## config.mk

```make
export PLATFORM = sky130hd
export DESIGN_NAME = mux_rr_n
export DESIGN_NICKNAME = d
export VERILOG_FILES = /design/src/rtl/mux_pkg.sv /design/src/rtl/rr_arbiter.sv /design/src/rtl/mux_rr_n.sv
export SDC_FILE = /design/constraint.sdc
export NUM_CORES = 1
export LEC_CHECK = 0
export CAP_MARGIN = 0
export CORE_UTILIZATION = 39
export CTS_BUF_LIST = sky130_fd_sc_hd__clkbuf_4
export CTS_CLUSTER_SIZE = 10
export DETAILED_ROUTE_END_ITERATION = 10
export PLACE_DENSITY_LB_ADDON = 0.05
export SKIP_CTS_REPAIR_TIMING = 1
export SLEW_MARGIN = 25
export SYNTH_ARGS = -nofsm -noshare
export SYNTH_HDL_FRONTEND = slang
export SYNTH_HIERARCHICAL = 1
export SYNTH_SLANG_ARGS = --single-unit
export TNS_END_PERCENT = 30
```

## constraint.sdc

```tcl
create_clock -name clk -period 15.35 [get_ports clk]
set_input_delay 3.8375 -clock clk [delete_from_list [all_inputs] [get_ports clk]]
set_output_delay 3.8375 -clock clk [all_outputs]
set_load 0.05 [all_outputs]
```

## src/rtl/mux_pkg.sv

```systemverilog
// Shared definitions for the round-robin channel selector: mode encodings,
// channel limit and selector-width helper.
package mux_pkg;

  localparam logic MODE_RR     = 1'b0;
  localparam logic MODE_FORCED = 1'b1;

  localparam int MAX_CH = 16;

  function automatic int sel_width(input int n_ch);
    return (n_ch <= 2) ? 1 : $clog2(n_ch);
  endfunction

endpackage

```

## src/rtl/rr_arbiter.sv

```systemverilog
// Combinational rotate-priority arbiter: search starts one past the last
// winner and wraps, first requester wins.
module rr_arbiter
  import mux_pkg::*;
#(
  parameter int N_CH  = 7,
  parameter int SEL_W = sel_width(N_CH)
) (
  input  logic [N_CH-1:0]  req,
  input  logic [SEL_W-1:0] last,
  input  logic             enable,
  output logic [N_CH-1:0]  grant,
  output logic [SEL_W-1:0] idx
);

  int               pos;
  logic             found;
  logic [SEL_W-1:0] cand;

  always_comb begin
    grant = '0;
    idx   = '0;
    found = 1'b0;
    pos   = 0;
    cand  = '0;
    for (int k = 1; k <= N_CH; k++) begin
      pos  = (int'(last) + k) % N_CH;
      cand = SEL_W'(pos);
      if (enable && !found && req[cand]) begin
        found       = 1'b1;
        grant[cand] = 1'b1;
        idx         = cand;
      end
    end
  end

endmodule

```

## src/rtl/mux_rr_n.sv

```systemverilog
// N-channel registered selector with round-robin or forced channel choice
// and a valid/ready output stage. MUX_RR_BADSEL_EN enables the sticky bad_sel flag.
module mux_rr_n
  import mux_pkg::*;
#(
  parameter int N_CH  = 7,
  parameter int WIDTH = 32,
  parameter int SEL_W = sel_width(N_CH)
) (
  input  logic                  clk,
  input  logic                  reset,
  input  logic                  mode,
  input  logic [SEL_W-1:0]      sel,
  input  logic [N_CH-1:0]       req,
  input  logic [N_CH*WIDTH-1:0] data_in,
  output logic [N_CH-1:0]       grant,
  output logic                  out_valid,
  input  logic                  out_ready,
  output logic [WIDTH-1:0]      data_out,
  output logic [SEL_W-1:0]      out_ch,
  output logic                  bad_sel
);

  if (N_CH < 2 || N_CH > MAX_CH) begin : g_bad_n_ch
    $error("mux_rr_n: N_CH out of range");
  end

  logic [WIDTH-1:0] ch_data [N_CH];
  logic [SEL_W-1:0] last;
  logic             accept;
  logic             capture;
  logic             sel_oob;
  logic [SEL_W-1:0] fsel;
  logic [N_CH-1:0]  rr_grant;
  logic [SEL_W-1:0] rr_idx;
  logic [SEL_W-1:0] win_idx;

  always_comb begin
    for (int i = 0; i < N_CH; i++) begin
      ch_data[i] = data_in[i*WIDTH +: WIDTH];
    end
  end

  assign accept  = !out_valid || out_ready;
  // Out-of-range forced selects fall back to channel 0, as the legacy mux did.
  assign sel_oob = (int'(sel) >= N_CH);
  assign fsel    = sel_oob ? '0 : sel;

  rr_arbiter #(
    .N_CH  (N_CH),
    .SEL_W (SEL_W)
  ) u_arb (
    .req    (req),
    .last   (last),
    .enable (accept && !reset && (mode == MODE_RR)),
    .grant  (rr_grant),
    .idx    (rr_idx)
  );

  always_comb begin
    grant   = '0;
    win_idx = '0;
    if (!reset) begin
      if (mode == MODE_FORCED) begin
        if (accept && req[fsel]) begin
          grant[fsel] = 1'b1;
          win_idx     = fsel;
        end
      end else begin
        grant   = rr_grant;
        win_idx = rr_idx;
      end
    end
  end

  assign capture = |grant;

  always_ff @(posedge clk) begin
    if (reset) begin
      out_valid <= 1'b0;
      data_out  <= '0;
      out_ch    <= '0;
      last      <= SEL_W'(N_CH - 1);
    end else if (capture) begin
      out_valid <= 1'b1;
      data_out  <= ch_data[win_idx];
      out_ch    <= win_idx;
      if (mode == MODE_RR) begin
        last <= win_idx;
      end
    end else if (out_ready) begin
      out_valid <= 1'b0;
    end
  end

`ifdef MUX_RR_BADSEL_EN
  logic bad_q;

  always_ff @(posedge clk) begin
    if (reset) begin
      bad_q <= 1'b0;
    end else if (capture && (mode == MODE_FORCED) && sel_oob) begin
      bad_q <= 1'b1;
    end
  end

  assign bad_sel = bad_q;
`else
  assign bad_sel = 1'b0;
`endif

endmodule

```

# --- Word-level counts from Yosys, hierarchy flattened ---
# Index checks and enable logic that the tools add are counted.
classes:
  add_sub_neg: 7
  div: 7
  magnitude_cmp: 18
  mux: 64
  n_bitwise: 8
  reduce_logical: 36
ops:
  columns: ["cell", "n"]
  rows:
  - ["32-bit by 4-bit modulo with 32-bit output, second input constant", 7]
  - ["32-bit binary-select mux with 3-bit select", 1]
  - ["7-bit two-way mux", 10]
  - ["32-bit two-way mux", 2]
  - ["7-bit bitwise OR", 6]
  - ["3-bit two-way mux", 11]
  - ["3-bit by 4-bit < comparator with 1-bit output, second input constant", 8]
  - ["1-bit binary-select mux with 3-bit select", 8]
  - ["1-bit demux with 3-bit select", 8]
  - ["3-bit by 1-bit >= comparator with 1-bit output, second input constant", 8]
  - ["1-bit logical AND", 24]
  - ["1-bit two-way mux", 24]
  - ["3-bit by 3-bit adder with 4-bit output, second input constant", 4]
  - ["3-bit by 2-bit adder with 4-bit output, second input constant", 2]
  - ["1-bit logical NOT", 8]
  - ["7-bit OR reduction", 1]
  - ["3-bit by 1-bit adder with 4-bit output, second input constant", 1]
  - ["4-bit >= comparator, second input constant", 1]
  - ["3-bit inverter with 4-bit output", 1]
  - ["3-bit >= comparator, second input constant", 1]
  - ["2-bit AND reduction", 1]
  - ["2-bit nonzero test", 1]
  - ["1-bit logical OR", 1]
  - ["1-bit inverter", 1]
word_totals:
  register_bits: 39
  input_bits: 238
  out_inout_bits: 44

# --- Depth between registers and ports, before layout ---
logic_depth:
  depth_word: 36
  mapped_depth: 33
  depth_no_buf: 24

# --- Modules after synthesis ---
# Netlist, hierarchy kept.
by_module_without_submodules:
  columns: ["module", "n_inst", "cells_each", "area_per_inst_um2", "seq_area_each_um2"]
  rows:
  - ["mux_rr_n", 1, 372, 3677.3, 780.7]
  - ["rr_arbiter", 1, 415, 3099.2, 0.0]

# --- Worst setup path after synthesis ---
# OpenSTA, ideal clock, no wires.
synth_path:
  path_kind: "input -> output"
  start: "input mode"
  end: "output grant[5]"
  t_arrival_ns: 6.814
  required_time_ns: 11.513
  setup_slack_ns: 4.698
  cell_stages: 15
  path_buffers: 2
  path_cell_list: "nor2_1 > clkbuf_1 > and2_1 > inv_1 > a31oi_1 > o31a_1 > nand4b_1 > nand3_1 > or3b_1 > buf_6 > nand2b_4 > o221ai_1 > or3_1 > nand2_1 > o21ai_0"
synth_via:
  elab_chain_cells: 30
  elab_cells_between_ends: 42
  classes_between: "15 x mux; 7 x bitwise; 20 x reduce/logical"
synth_rtl:
  columns: ["item", "line", "source"]
  rows:
  - ["start, declared", "mux_rr_n.sv:12", "input logic mode,"]
  - ["1-bit inverter *", null, null]
  - ["1-bit logical AND *", "mux_rr_n.sv:55", ".enable (accept && !reset && (mode == MODE_RR)),"]
  - ["1-bit logical AND", "rr_arbiter.sv:29", "if (enable && !found && req[cand]) begin"]
  - ["1-bit two-way mux", "rr_arbiter.sv:29", null]
  - ["1-bit logical NOT", "rr_arbiter.sv:29", null]
  - ["1-bit logical AND (2 in a row)", "rr_arbiter.sv:29", null]
  - ["1-bit two-way mux", "rr_arbiter.sv:29", null]
  - ["1-bit logical NOT", "rr_arbiter.sv:29", null]
  - ["[12 not listed]", null, null]
  - ["1-bit logical AND (2 in a row)", "rr_arbiter.sv:29", null]
  - ["1-bit two-way mux", "rr_arbiter.sv:29", null]
  - ["1-bit logical NOT", "rr_arbiter.sv:29", null]
  - ["1-bit logical AND (2 in a row)", "rr_arbiter.sv:29", null]
  - ["7-bit two-way mux *", "rr_arbiter.sv:29", null]
  - ["via rr_grant[5]", "mux_rr_n.sv:34", "logic [N_CH-1:0] rr_grant;"]
  - ["7-bit two-way mux *", "mux_rr_n.sv:64", "if (mode == MODE_FORCED) begin"]
  - ["7-bit two-way mux *", "mux_rr_n.sv:63", "if (!reset) begin"]
  - ["end, declared", "mux_rr_n.sv:16", "output logic [N_CH-1:0] grant,"]
# Mark *: on every way through the listed nets, which the timed path passes. The rest lies on a longest branch.

# --- Final worst setup path ---
layout_path:
  start: "input req[2]"
  end: "output grant[6]"
layout_via:
  elab_chain_cells: 30
  elab_cells_between_ends: 58
  classes_between: "32 x mux; 6 x bitwise; 20 x reduce/logical"
layout_rtl:
  columns: ["item", "line", "source"]
  rows:
  - ["start, declared", "mux_rr_n.sv:14", "input logic [N_CH-1:0] req,"]
  - ["1-bit binary-select mux with 3-bit select", "rr_arbiter.sv:29", null]
  - ["1-bit two-way mux (not written as such)", "rr_arbiter.sv:29", null]
  - ["1-bit logical AND", "rr_arbiter.sv:29", null]
  - ["1-bit two-way mux", "rr_arbiter.sv:29", null]
  - ["1-bit logical NOT", "rr_arbiter.sv:29", null]
  - ["1-bit logical AND (2 in a row)", "rr_arbiter.sv:29", null]
  - ["1-bit two-way mux", "rr_arbiter.sv:29", null]
  - ["1-bit logical NOT", "rr_arbiter.sv:29", null]
  - ["[12 not listed]", null, null]
  - ["1-bit logical AND (2 in a row)", "rr_arbiter.sv:29", null]
  - ["1-bit two-way mux", "rr_arbiter.sv:29", null]
  - ["1-bit logical NOT", "rr_arbiter.sv:29", null]
  - ["1-bit logical AND (2 in a row)", "rr_arbiter.sv:29", null]
  - ["7-bit two-way mux *", "rr_arbiter.sv:29", null]
  - ["via rr_grant[6]", "mux_rr_n.sv:34", null]
  - ["7-bit two-way mux *", "mux_rr_n.sv:64", null]
  - ["7-bit two-way mux *", "mux_rr_n.sv:63", null]
# Mark *: on every way through the listed nets, which the timed path passes. The rest lies on a longest branch. The select of a mux whose other input is x is not followed.

==> results.cfg <==
[sta]
hold_viol = 0
fin_crit_sh_pct = 79.3
fin_setup_tns_ns = 0
setup_viol = 0
min_period_ns = 12.18
relSlewSlack_pct = 30.8
clock.fmax_mhz = 82.1
finalClockSkew_ns = 0.0153
drv_slew = 0
rsz0062_at_grt = false
tightest_slew_ns = 1.04

[synthesis]
synth_cells = 787
yosysWarnings = 6
synth_compound_area_share_pct = 33.6
synthFlopType = dfxtp_1
muxShareOfSynthArea_pct = 21.9
synth_edf_count = 0
ys_top_cells_by_count = 72 x mux2_2, 66 x nor2_1, 43 x nand2_1, 39 x dfxtp_1, 34 x a22oi_1
yosysTopAreaCell = mux2_2
synthXorXnorAreaFrac_pct = 3.60
synth_seq_area_share_pct = 11.5
syn_area_per_cell_um2 = 8.61
synth_fa_ha_area_share_pct = 4.80
async_reset_ff_share_pct = 0
ys_types = 104
ys_seq_elements = 39
synth_area_mm2 = 0.00678
synth_area_leaders = mux2_2 12%, dfxtp_1 12%, a211oi_2 5.7%
yosys.area_share.simple_pct = 18.3
synth_top_family_by_area = compound AO/OA/AOI/OAI gates
syn-num-nets = 1051
synth_top_area_share_pct = 12.0
yosysMostFrequentCell = mux2_2

[floorplan]
start_util_pct = 40.4
fp-row-count = 47
die_w_um = 134
die_h_um = 134
core_mm2 = 0.0168
num_io_pins = 282
dieArea_mm2 = 0.0179

[power_and_ir_drop]
seq_power_share_pct = 8.6
switchingPower_w = 0.00119
p_leak_nw = 3.50
p_int_w = 0.000853
clockPowerShare_pct = 2.8
vdd_drop_max_v = 0.000135
swShare_pct = 58.2
p_per_area_mw_per_mm2 = 211
comb_power_share_pct = 88.6

[routing]
drt_iter0_drc = 451
wl_per_cell_um = 21.6
drc = 0
drt-pass1-iter-count = 5
routed_via_density = 5.97
dr_total_vias = 7437
drtAntennaViolNets = 0
routed_wl_mm = 27.0

[global_routing]
grt_overflow = 0
antenna_found_initial = 1
grt_pass1_wl_mm = 41.0
grt_max_degree = 68
grt_pass1_vias = 7265
grt_util_all_layers_pct = 29.4

[placed_design]
portBuffers = 280
dp_hpwl_mm = 21.4
place.gp.congestion = 0.920

[clock_network]
cts_tree = built
insertion_delay_ns = 0.36
clockBufferDepth = 2
cts_buffers = 5
cts-root-buf = clkbuf_4
clk_pin_slew_ns = 0.13
cts_sinks = 39
h-tree-depth = 2

[setup_path]
cpMaxStageDelayCell = clkdlybuf4s50_1
path_class = input pin to primary output
cp_cell_sequence = clkdlybuf4s50_1, mux4_2, a221o_1, o31a_1, nand4b_1, nand3_1, nor3_1, nand4b_1, o311ai_1, a22o_1, clkdlybuf4s50_1
cp-start-kind = input pin
worstPathMaxFanout = 11
worstPathRequired_ns = 11.51
cp.arrival_ns = 8.34
cp_slowest_stage_delay_ns = 0.80
endpoint_kind = primary output

[job]
cap_violations = 0

[cells_and_area]
multi_input_comb_area_mm2 = 0.00559
fin_nets = 1287
fillers = 1579
drive_gt1_share_pct = 17.4
seqCellArea_um2 = 782
area_growth_pct = 42.9
post-route-util_pct = 57.8

[min_path]
hold_path_class = register to register

[outcome]
status = finished clean
[sequential cells by signal (all words and copies together), names as in the netlist]
signal and flops:
data_out 32, last 3, out_ch 3, out_valid 1
[cell families after synthesis]
family / Yosys count
DFF: 39
xor gates and xnor gates: 24
buffers and inverters: 87
muxes: 132
and+or+nand+nor: 234
AOI/OAI and AO/OA: 244
other: 1
adders and majority gates: 26
[worst paths after layout]
check / startpoint / end / slack [ns] / cells after the start
worst max-delay path: req[2] / grant[6] / 3.17 / 11
worst min-delay path: data_out[22] / data_out[22] / 0.51 / 2
worst max register to register: last[0] / data_out[21] / 6.86 / 23
worst min register to register: data_out[22] / data_out[22] / 0.51 / 2
[power by group through the flow]
stage	clock, W	sequential, W	combinational (W)
2_1_floorplan	0	0.000313	0.00118
3_3_place_gp	0	0.000176	0.00179
3_5_place_dp	0	0.000178	0.00178
4_1_cts	0.0000596	0.000176	0.00178
5_1_grt	0.0000646	0.000182	0.00193
6_report	0.0000576	0.000176	0.00181
[final cells by class]
cell class | instances | area share [%]
multi-input combinational | 661 | 57.7
timing repair buffer | 292 | 29.8
sequential | 39 | 8.07
tap | 220 | 2.84
inverter | 24 | 0.956
clock buffer | 7 | 0.542
clock inverter | 1 | 0.0517
antenna | 1 | 0.0258
[metrics by stage]
step	std cells	hold WS, ns	area (um2)	total power, W	worst slack, ns
after global routing	1245	0.551	9690	0.00218	2.94
after global placement	1236	0.489	9630	0.00196	3.33
after floorplan	787	0.537	6780	0.00150	4.70
final	1245	0.508	9690	0.00204	3.17
after CTS	1244	0.511	9680	0.00202	3.28
after detailed placement	1236	0.494	9630	0.00196	3.27
[worst max-delay path: cells and delay by family]
family	cells	cell delay [ns]
compound gates	4	1.43
buf+inv	2	1.40
simple gates	4	1.12
mux	1	0.55
[per-layer routing]
| metal | routed length (um) | global-route usage, % |
|---|---|---|
| met5 | 0 | 0 |
| met3 | 1600 | 4.57 |
| met2 | 13000 | 50.2 |
| met4 | 605 | 7.45 |
| met1 | 11700 | 38.3 |
[placed cells by master (no fill, tap or decap), drive strengths merged, types with 34 or more instances in the layout]
cell type | Yosys | layout
clkdlybuf4s50 | 0 | 279
mux2 | 105 | 105
nor2 | 66 | 66
nand2 | 44 | 44
a211oi | 40 | 40
dfxtp | 39 | 39
a221oi | 36 | 36
a22oi | 34 | 34
(Power assumes the default switching activity.)
